`config.mk`:
```
export PLATFORM = sky130hd
export DESIGN_NAME = pipe_skid_reg
export DESIGN_NICKNAME = d
export VERILOG_FILES = /design/src/rtl/pipe_skid_reg.sv
export SDC_FILE = /design/constraint.sdc
export NUM_CORES = 1
export LEC_CHECK = 0
export ABC_AREA = 1
export CORE_MARGIN = 2
export CORE_UTILIZATION = 24
export CTS_CLUSTER_SIZE = 28
export DETAILED_ROUTE_END_ITERATION = 8
export HOLD_SLACK_MARGIN = 0.15
export PLACE_DENSITY = 0.56
export SLEW_MARGIN = 20
export SYNTH_ARGS = -nofsm -noshare
export SYNTH_HDL_FRONTEND = slang
export SYNTH_SLANG_ARGS = --single-unit
```
`constraint.sdc`:
```
create_clock -name clk -period 1.2 [get_ports clk]
set_clock_uncertainty 0.15 [all_clocks]
set_input_delay 0.24 -clock clk [delete_from_list [all_inputs] [get_ports clk]]
set_output_delay 0.24 -clock clk [all_outputs]
set_load 0.1 [all_outputs]
```
`src/rtl/pipe_skid_reg.sv`:
```
`default_nettype none
// pipe_skid_reg: DEPTH cascaded elastic stages, each a main/skid register pair with a
// registered upstream ready, plus global stall/flush and a live occupancy count.
module pipe_skid_reg #(
  parameter int WIDTH = 32,
  parameter int DEPTH = 1,
  parameter int CNT_W = $clog2(2*DEPTH+1)
) (
  input  logic             clk,
  input  logic             reset,
  input  logic             stall,
  input  logic             flush,
  input  logic             in_valid,
  input  logic [WIDTH-1:0] in_data,
  output logic             in_ready,
  output logic             out_valid,
  output logic [WIDTH-1:0] out_data,
  input  logic             out_ready,
  output logic [CNT_W-1:0] occupancy
);

  logic [DEPTH-1:0] w_main_v;
  logic [DEPTH-1:0] w_skid_v;
  logic [DEPTH-1:0] w_rdy;
  logic [WIDTH-1:0] w_main_d [DEPTH];
  logic [CNT_W-1:0] w_occ;

  for (genvar k = 0; k < DEPTH; k++) begin : g_stage
    logic             w_up_v;
    logic [WIDTH-1:0] w_up_d;
    logic             w_dn_rdy;
    logic             w_up_xfer;
    logic             w_dn_xfer;
    logic             r_main_v;
    logic             r_skid_v;
    logic             r_rdy;
    logic [WIDTH-1:0] r_main_d;
    logic [WIDTH-1:0] r_skid_d;

    if (k == 0) begin : g_head
      assign w_up_v = in_valid;
      assign w_up_d = in_data;
    end else begin : g_link
      assign w_up_v = w_main_v[k-1];
      assign w_up_d = w_main_d[k-1];
    end

    if (k == DEPTH-1) begin : g_tail
      assign w_dn_rdy = out_ready;
    end else begin : g_mid
      assign w_dn_rdy = w_rdy[k+1];
    end

    // stall and flush gate these at the branch level of the register update below
    assign w_up_xfer = w_up_v & r_rdy;
    assign w_dn_xfer = r_main_v & w_dn_rdy;

    always_ff @(posedge clk) begin
      if (reset || flush) begin
        r_main_v <= 1'b0;
        r_skid_v <= 1'b0;
        r_rdy    <= 1'b1;
        r_main_d <= '0;
        r_skid_d <= '0;
      end else if (!stall) begin
        if (w_dn_xfer || !r_main_v) begin
          if (r_skid_v) begin
            r_main_d <= r_skid_d;
            r_skid_v <= 1'b0;
            r_rdy    <= 1'b1;
          end else if (w_up_xfer) begin
            r_main_d <= w_up_d;
            r_main_v <= 1'b1;
          end else begin
            r_main_v <= 1'b0;
          end
        end else if (w_up_xfer) begin
          // main is held downstream: park the arrival and stop accepting
          r_skid_d <= w_up_d;
          r_skid_v <= 1'b1;
          r_rdy    <= 1'b0;
        end
      end
    end

    assign w_main_v[k] = r_main_v;
    assign w_skid_v[k] = r_skid_v;
    assign w_rdy[k]    = r_rdy;
    assign w_main_d[k] = r_main_d;
  end

  always_comb begin
    w_occ = '0;
    for (int i = 0; i < DEPTH; i++) begin
      w_occ = w_occ + CNT_W'(w_main_v[i]) + CNT_W'(w_skid_v[i]);
    end
  end

  assign in_ready  = w_rdy[0] & ~stall;
  assign out_valid = w_main_v[DEPTH-1] & ~stall;
  assign out_data  = w_main_d[DEPTH-1];
  assign occupancy = w_occ;

endmodule
`default_nettype wire

```
==> run metrics, run 1 <==
status=finished, violations left; failing checks=setup timing; WL per Instance=12.7 um; clk buf depth=2; H-Tree Depth=3; Diodes inserted=0; core area=12,700 um^2; global-route wire length before repair=between 15 and 20 mm; detailed-route via count=around 3,300; hold path depth=5; Crit. End Element=flip-flop; Final Hold Fails=0; cell-by-cell trace of the critical path=buf_6 > nand3_4 > nor2_4 > buf_6 > buf_12 > buf_12 > nand2_4 > nand2_2 > nor2_1; total track usage=14.5%; Final #Nets=664; vias per inst=~4.2; Hold-fix buffers, CTS=0; FF/Latch Area=about 1400 um^2; die width=roughly 120 um; max_cap viols=0; CP Launch Type=flip-flop; Hold Path End=g_stage[0].r_main_v; setup TNS=-17.17 ns; CTS Buf Count=9; max frequency=657 MHz; syn_area_per_cell=approximately 6.2 um^2; unrepaired setup endpoints after global routing=true; clock tree from TritonCTS=done; Clk network pwr share=a little over two fifths; Internal=between 0.004 and 0.005 W; DRT antenna net count=0; Worst Max-Slew Pin Slew=0.237 ns; Mapped Area=slightly above 3000 um^2; drt drc=0; Die Y-Extent=118 um; FF-to-FF setup slack=-0.32 ns; vias in the first global route=approximately 3,300; Gate power share=21.5%; FF-to-FF path depth=9; WS Path Type=reg -> reg; part of the Yosys area used for sequential elements=43.0%; critical path data required time=approximately 1.3 ns; worst hold slack=about 0.3 ns; share of cells above drive strength 1=between 30% and 40%; pin count of the biggest net entering global routing=39; Syn-to-layout area delta=89.8%; clock slew at reported path FFs=around 0.060 ns; Net Sw Power=approximately 0.0018 W; Place WS=-0.525 ns; critical path's slowest cell=dfxtp_2; Hold Startpoint=stall; Pre-antenna DRT Iters=4; #FFs+latches synth=between 60 and 70; row cnt=between 40 and 50; HP Class=in -> reg; I/O pin count=74; Synth Net Count=around 550; non-filler cells, final=approximately 800; Post-Syn Instances=about 500; Sw Ratio=between 20 and 30%; LEAKAGE=approximately 2.6 nW; Setup WS post-layout=-0.321 ns; Yosys cell types=16; worst skew pair latency=around 0.33 ns; RR Startpoint=g_stage[0].r_rdy; Port Buffers=73; critical path data arrival time=between 1.5 and 2 ns; CTS root buf=clkbuf_16; fillers=between 1,000 and 1,500; area occupied by multi-input gates=1630 um^2; minimum clock period after layout=between 1.5 and 2 ns; fin crit share=127%; capturing point of the worst reg2reg path=g_stage[0].r_skid_d[18]; Worst slew margin=between 80% and 90%; Warnings, synthesis=0; Worst path max stage delay=between 0.3 and 0.4 ns; # setup viols final=approximately 100; Flop pwr share=between 30% and 40%; VDD IR max=0.601 mV; PwrDens=approximately 1100 nW/um^2; placed cells=750; # clock sinks=67; total wire length=between 10 and 15 mm; CP max FO=6; initial antenna violation count=0; total congestion overflow=0; max-slew violations=0; placer congestion estimate=a little over 0.7; DR iter-0 viols=about 100; DIE AREA=13,900 um^2; starting density of the core=24.6%; HPWL Detailed=a little under 5 mm
==> layout make-up <==
class                      count  area share (%)
inverter                      70            4.52
timing repair buffer         134            35.6
sequential                    67            23.5
clock buffer                  12            4.33
multi-input combinational    343            27.5
clock inverter                 4           0.824
tap                          172            3.64
==> power by group through the flow <==
stage                     registers, W  logic (W)  clock network (W)
after floorplan                0.00264   0.000354                  0
after global placement         0.00238    0.00106                  0
after detailed placement       0.00238    0.00106                  0
after CTS                      0.00233    0.00133            0.00277
after global routing           0.00233    0.00146            0.00287
final                          0.00233    0.00138            0.00270
==> layout by cell type (no fill, tap or decap) <==
master	instances
a21oi_2	1
clkbuf_8	2
nor2_4	9
o21ai_1	20
inv_4	2
buf_12	52
bufbuf_16	1
buf_16	13
nor2_1	98
nand2_2	28
nand3_4	2
nand2_1	139
o21ai_2	3
buf_8	2
dlygate4sd2_1	2
buf_4	20
buf_6	7
ha_4	1
dfxtp_2	32
inv_2	2
clkbuf_16	11
clkdlybuf4s50_1	35
clkinv_2	2
dfxtp_1	32
inv_1	66
nor2_2	27
dfxtp_4	3
o21ai_0	11
nand2_4	4
clkinv_4	1
clkbuf_1	1
bufinv_16	1
==> cells by family (layout without fill, tap and decap cells) <==
| kind of cell | after synthesis | in the layout | synth area share, % |
|---|---|---|---|
| compound gates | 35 | 35 | 5.62 |
| simple gates | 307 | 307 | 37.9 |
| flops | 67 | 67 | 43.0 |
| fa+ha+maj | 1 | 1 | 0.401 |
| buf+inv | 96 | 220 | 13.0 |
==> synthesized netlist by cell type <==
master	instances	area, um^2
nand3_2	1	10.0
nor2_4	1	11.3
o21ai_0	34	170
buf_6	3	33.8
inv_1	68	255
dfxtp_1	67	1340
inv_2	2	7.51
clkbuf_1	6	22.5
buf_4	1	7.51
ha_1	1	12.5
nand3_4	1	17.5
buf_2	16	80.1
nor2_1	133	499
nand2_2	1	6.26
nand2_1	170	638
a21oi_1	1	5.00
==> sequential cells by signal (all words and copies together), names as in the netlist <==
register and flops:
out_data 32, g_stage.r_skid_d 32, g_stage.r_skid_v 1, g_stage.r_rdy 1
g_stage.r_main_v 1
==> how the worst max path moves through the flow <==
stage / start / to / slack (ns) / depth (start not counted)
final: g_stage[0].r_rdy / g_stage[0].r_skid_d[18] / -0.32 / 9
after global routing: g_stage[0].r_rdy / out_data[4] / -0.38 / 10
after CTS: g_stage[0].r_main_v / occupancy[0] / -0.33 / 2
after detailed placement: stall / g_stage[0].r_skid_d[4] / -0.52 / 8
after global placement: stall / g_stage[0].r_skid_d[29] / -0.51 / 8
after floorplan: g_stage[0].r_skid_v / occupancy[0] / -0.14 / 1
==> critical path, delay by kind of cell (launching register included) <==
| kind | cells | cell delay [ns] |
|---|---|---|
| buffers and inverters | 4 | 0.52 |
| and+or+nand+nor | 5 | 0.39 |
| DFF | 1 | 0.35 |
==> metrics by stage <==
| stage | total power (W) | cell area (um^2) | utilization [%] |
|---|---|---|---|
| final | 0.00640 | 5920 | 46.7 |
| after global routing | 0.00667 | 5920 | 46.7 |
| after CTS | 0.00643 | 5740 | 45.3 |
| after detailed placement | 0.00344 | 4600 | 36.3 |
| after global placement | 0.00344 | 4600 | 36.3 |
| after floorplan | 0.00300 | 3210 | - |
==> per-layer routing <==
metal  share of wire, %  track usage (%)  wire length, um
met1                 44             16.7             4430
met2                 49             24.6             4950
met3                5.2             4.31              530
met4                2.4             6.93              240
met5                  0                0                0
==> timing repair <==
action                                  CTS  global route
endpoints found under the setup margin  100           102
gates cloned                             14             3
resized for setup                        99            45
pin swaps                                 5            10
buffers inserted                         17             3
Power figures use the tool's default switching activity.
==> run 2, diff against run 1 <==
--- a/config.mk
+++ b/config.mk
@@ -11,7 +11,7 @@
 export CTS_CLUSTER_SIZE = 28
 export DETAILED_ROUTE_END_ITERATION = 8
 export HOLD_SLACK_MARGIN = 0.15
-export PLACE_DENSITY = 0.56
+export PLACE_DENSITY = 0.54
 export SLEW_MARGIN = 20
 export SYNTH_ARGS = -nofsm -noshare
 export SYNTH_HDL_FRONTEND = slang
==> constraint.sdc (replaced) <==
create_clock -name clk -period 1.5 [get_ports clk]
set_clock_uncertainty 0.15 [all_clocks]
set_input_delay 0.225 -clock clk [delete_from_list [all_inputs] [get_ports clk]]
set_output_delay 0.225 -clock clk [all_outputs]
set_load 0.1 [all_outputs]
==> run metrics, run 2 (synthesized netlist as in run 1, its figures left out) <==
DIE AREA=approximately 14,000 um^2; clock tree from TritonCTS=done; commonest non-fill, non-tap cell in the layout=nand2_1; clk buf depth=2; I/O pin count=74; fin crit share=roughly 100%; Diodes inserted=0; Port Buffers=73; # setup viols final=0; max-slew violations=0; initial antenna violation count=0; row cnt=41; global-route wire length before repair=12.7 mm; CP max FO=4; CP Launch Type=flip-flop; WS Path Type=reg -> out; VDD IR max=0.498 mV; Hold-fix buffers, CTS=0; vias per inst=3.96; area occupied by multi-input gates=1410 um^2; DR iter-0 viols=150; total track usage=between 10% and 20%; share of cells above drive strength 1=13.1%; Final #Nets=~620; unrepaired setup endpoints after global routing=true; final total power=approximately 0.005 W; PwrDens=about 1100 nW/um^2; worst skew pair latency=between 0.3 and 0.4 ns; commonest cells after routing, fill and taps aside=nand2_1 (170), nor2_1 (130), inv_1 (68); FF/Latch Area=around 1300 um^2; drt drc=0; Syn-to-layout area delta=54.9%; Pre-antenna DRT Iters=4; clock slew at reported path FFs=0.05 ns; HP Class=reg -> reg; setup TNS=0 ns; core area=~13,000 um^2; CTS Buf Count=9; fillers=between 1,000 and 1,500; H-Tree Depth=3; total wire length=between 7 and 8 mm; LEAKAGE=roughly 2.1 nW; DRT antenna net count=0; starting density of the core=between 20% and 30%; placed cell area=about 4500 um^2; status=completed; vias in the first global route=~2,800; final core occ=38.1%; Final Hold Fails=0; die width=between 100 and 150 um; # clock sinks=67; pin count of the biggest net entering global routing=43; detailed-route via count=between 2,000 and 3,000; max frequency=approximately 670 MHz; minimum clock period after layout=1.50 ns; WL per Instance=roughly 9.5 um; critical path data required time=1.12 ns; Worst slew margin=around 80%; max_cap viols=0; Worst Max-Slew Pin Slew=0.297 ns; post-route cell area=approximately 4800 um^2; Crit. End Element=output pin; Die Y-Extent=~120 um; critical path data arrival time=between 1 and 1.5 ns; HPWL Detailed=4.97 mm; CTS root buf=clkbuf_16; placer congestion estimate=0.694; total congestion overflow=0
-- run 2: final timing paths --
kind,cells after the start,from,slack (ns),endpoint
setup / recovery,2,g_stage[0].r_skid_v,0.001,occupancy[0]
hold / removal,2,g_stage[0].r_skid_d[20],0.33,g_stage[0].r_skid_d[20]
setup reg to reg,8,g_stage[0].r_skid_v,0.11,out_data[0]
hold reg to reg,2,g_stage[0].r_skid_d[20],0.33,g_stage[0].r_skid_d[20]
-- run 2: final cells by class --
type	count	area share (%)
multi-input combinational	343	29.1
sequential	67	27.9
timing repair buffer	85	26.0
inverter	70	5.44
clock buffer	11	5.03
tap	172	4.46
clock inverter	5	2.07
-- run 2: timing repair --
action | in CTS | in global routing
endpoints found under the setup margin | 3 | 8
gates resized for setup | 3 | 2
setup buffers | 0 | 1
pin swaps | 0 | 2
-- run 2: routing by layer --
layer / routed length, um / global-route usage, % / vias to the layer above
met5: 0 / 0 / -
met4: 102 / 5.42 / 0
met3: 432 / 4.12 / 10
met2: 3330 / 18.7 / 62
met1: 3260 / 12.6 / 1297
li1: - / - / 1612
-- run 2: worst max-delay path, stage by stage (launching register included) --
cell     delay, ns
dfxtp_4       0.36
ha_4          0.27
buf_12        0.16
-- run 2: through the flow --
step	hold WS [ns]	setup WS, ns	instances
global placement	0.313	-0.176	736
detailed placement	0.322	-0.224	736
CTS	0.335	-0.0228	752
global route	0.341	-0.0284	753
finish	0.329	0.00104	753
floorplan	0.257	0.0726	506
-- run 2: power by group --
part           internal [W]  leakage [nW]  switching [W]
combinational      0.000330          1.39       0.000492
clock               0.00166         0.169       0.000769
sequential          0.00182         0.543      0.0000385
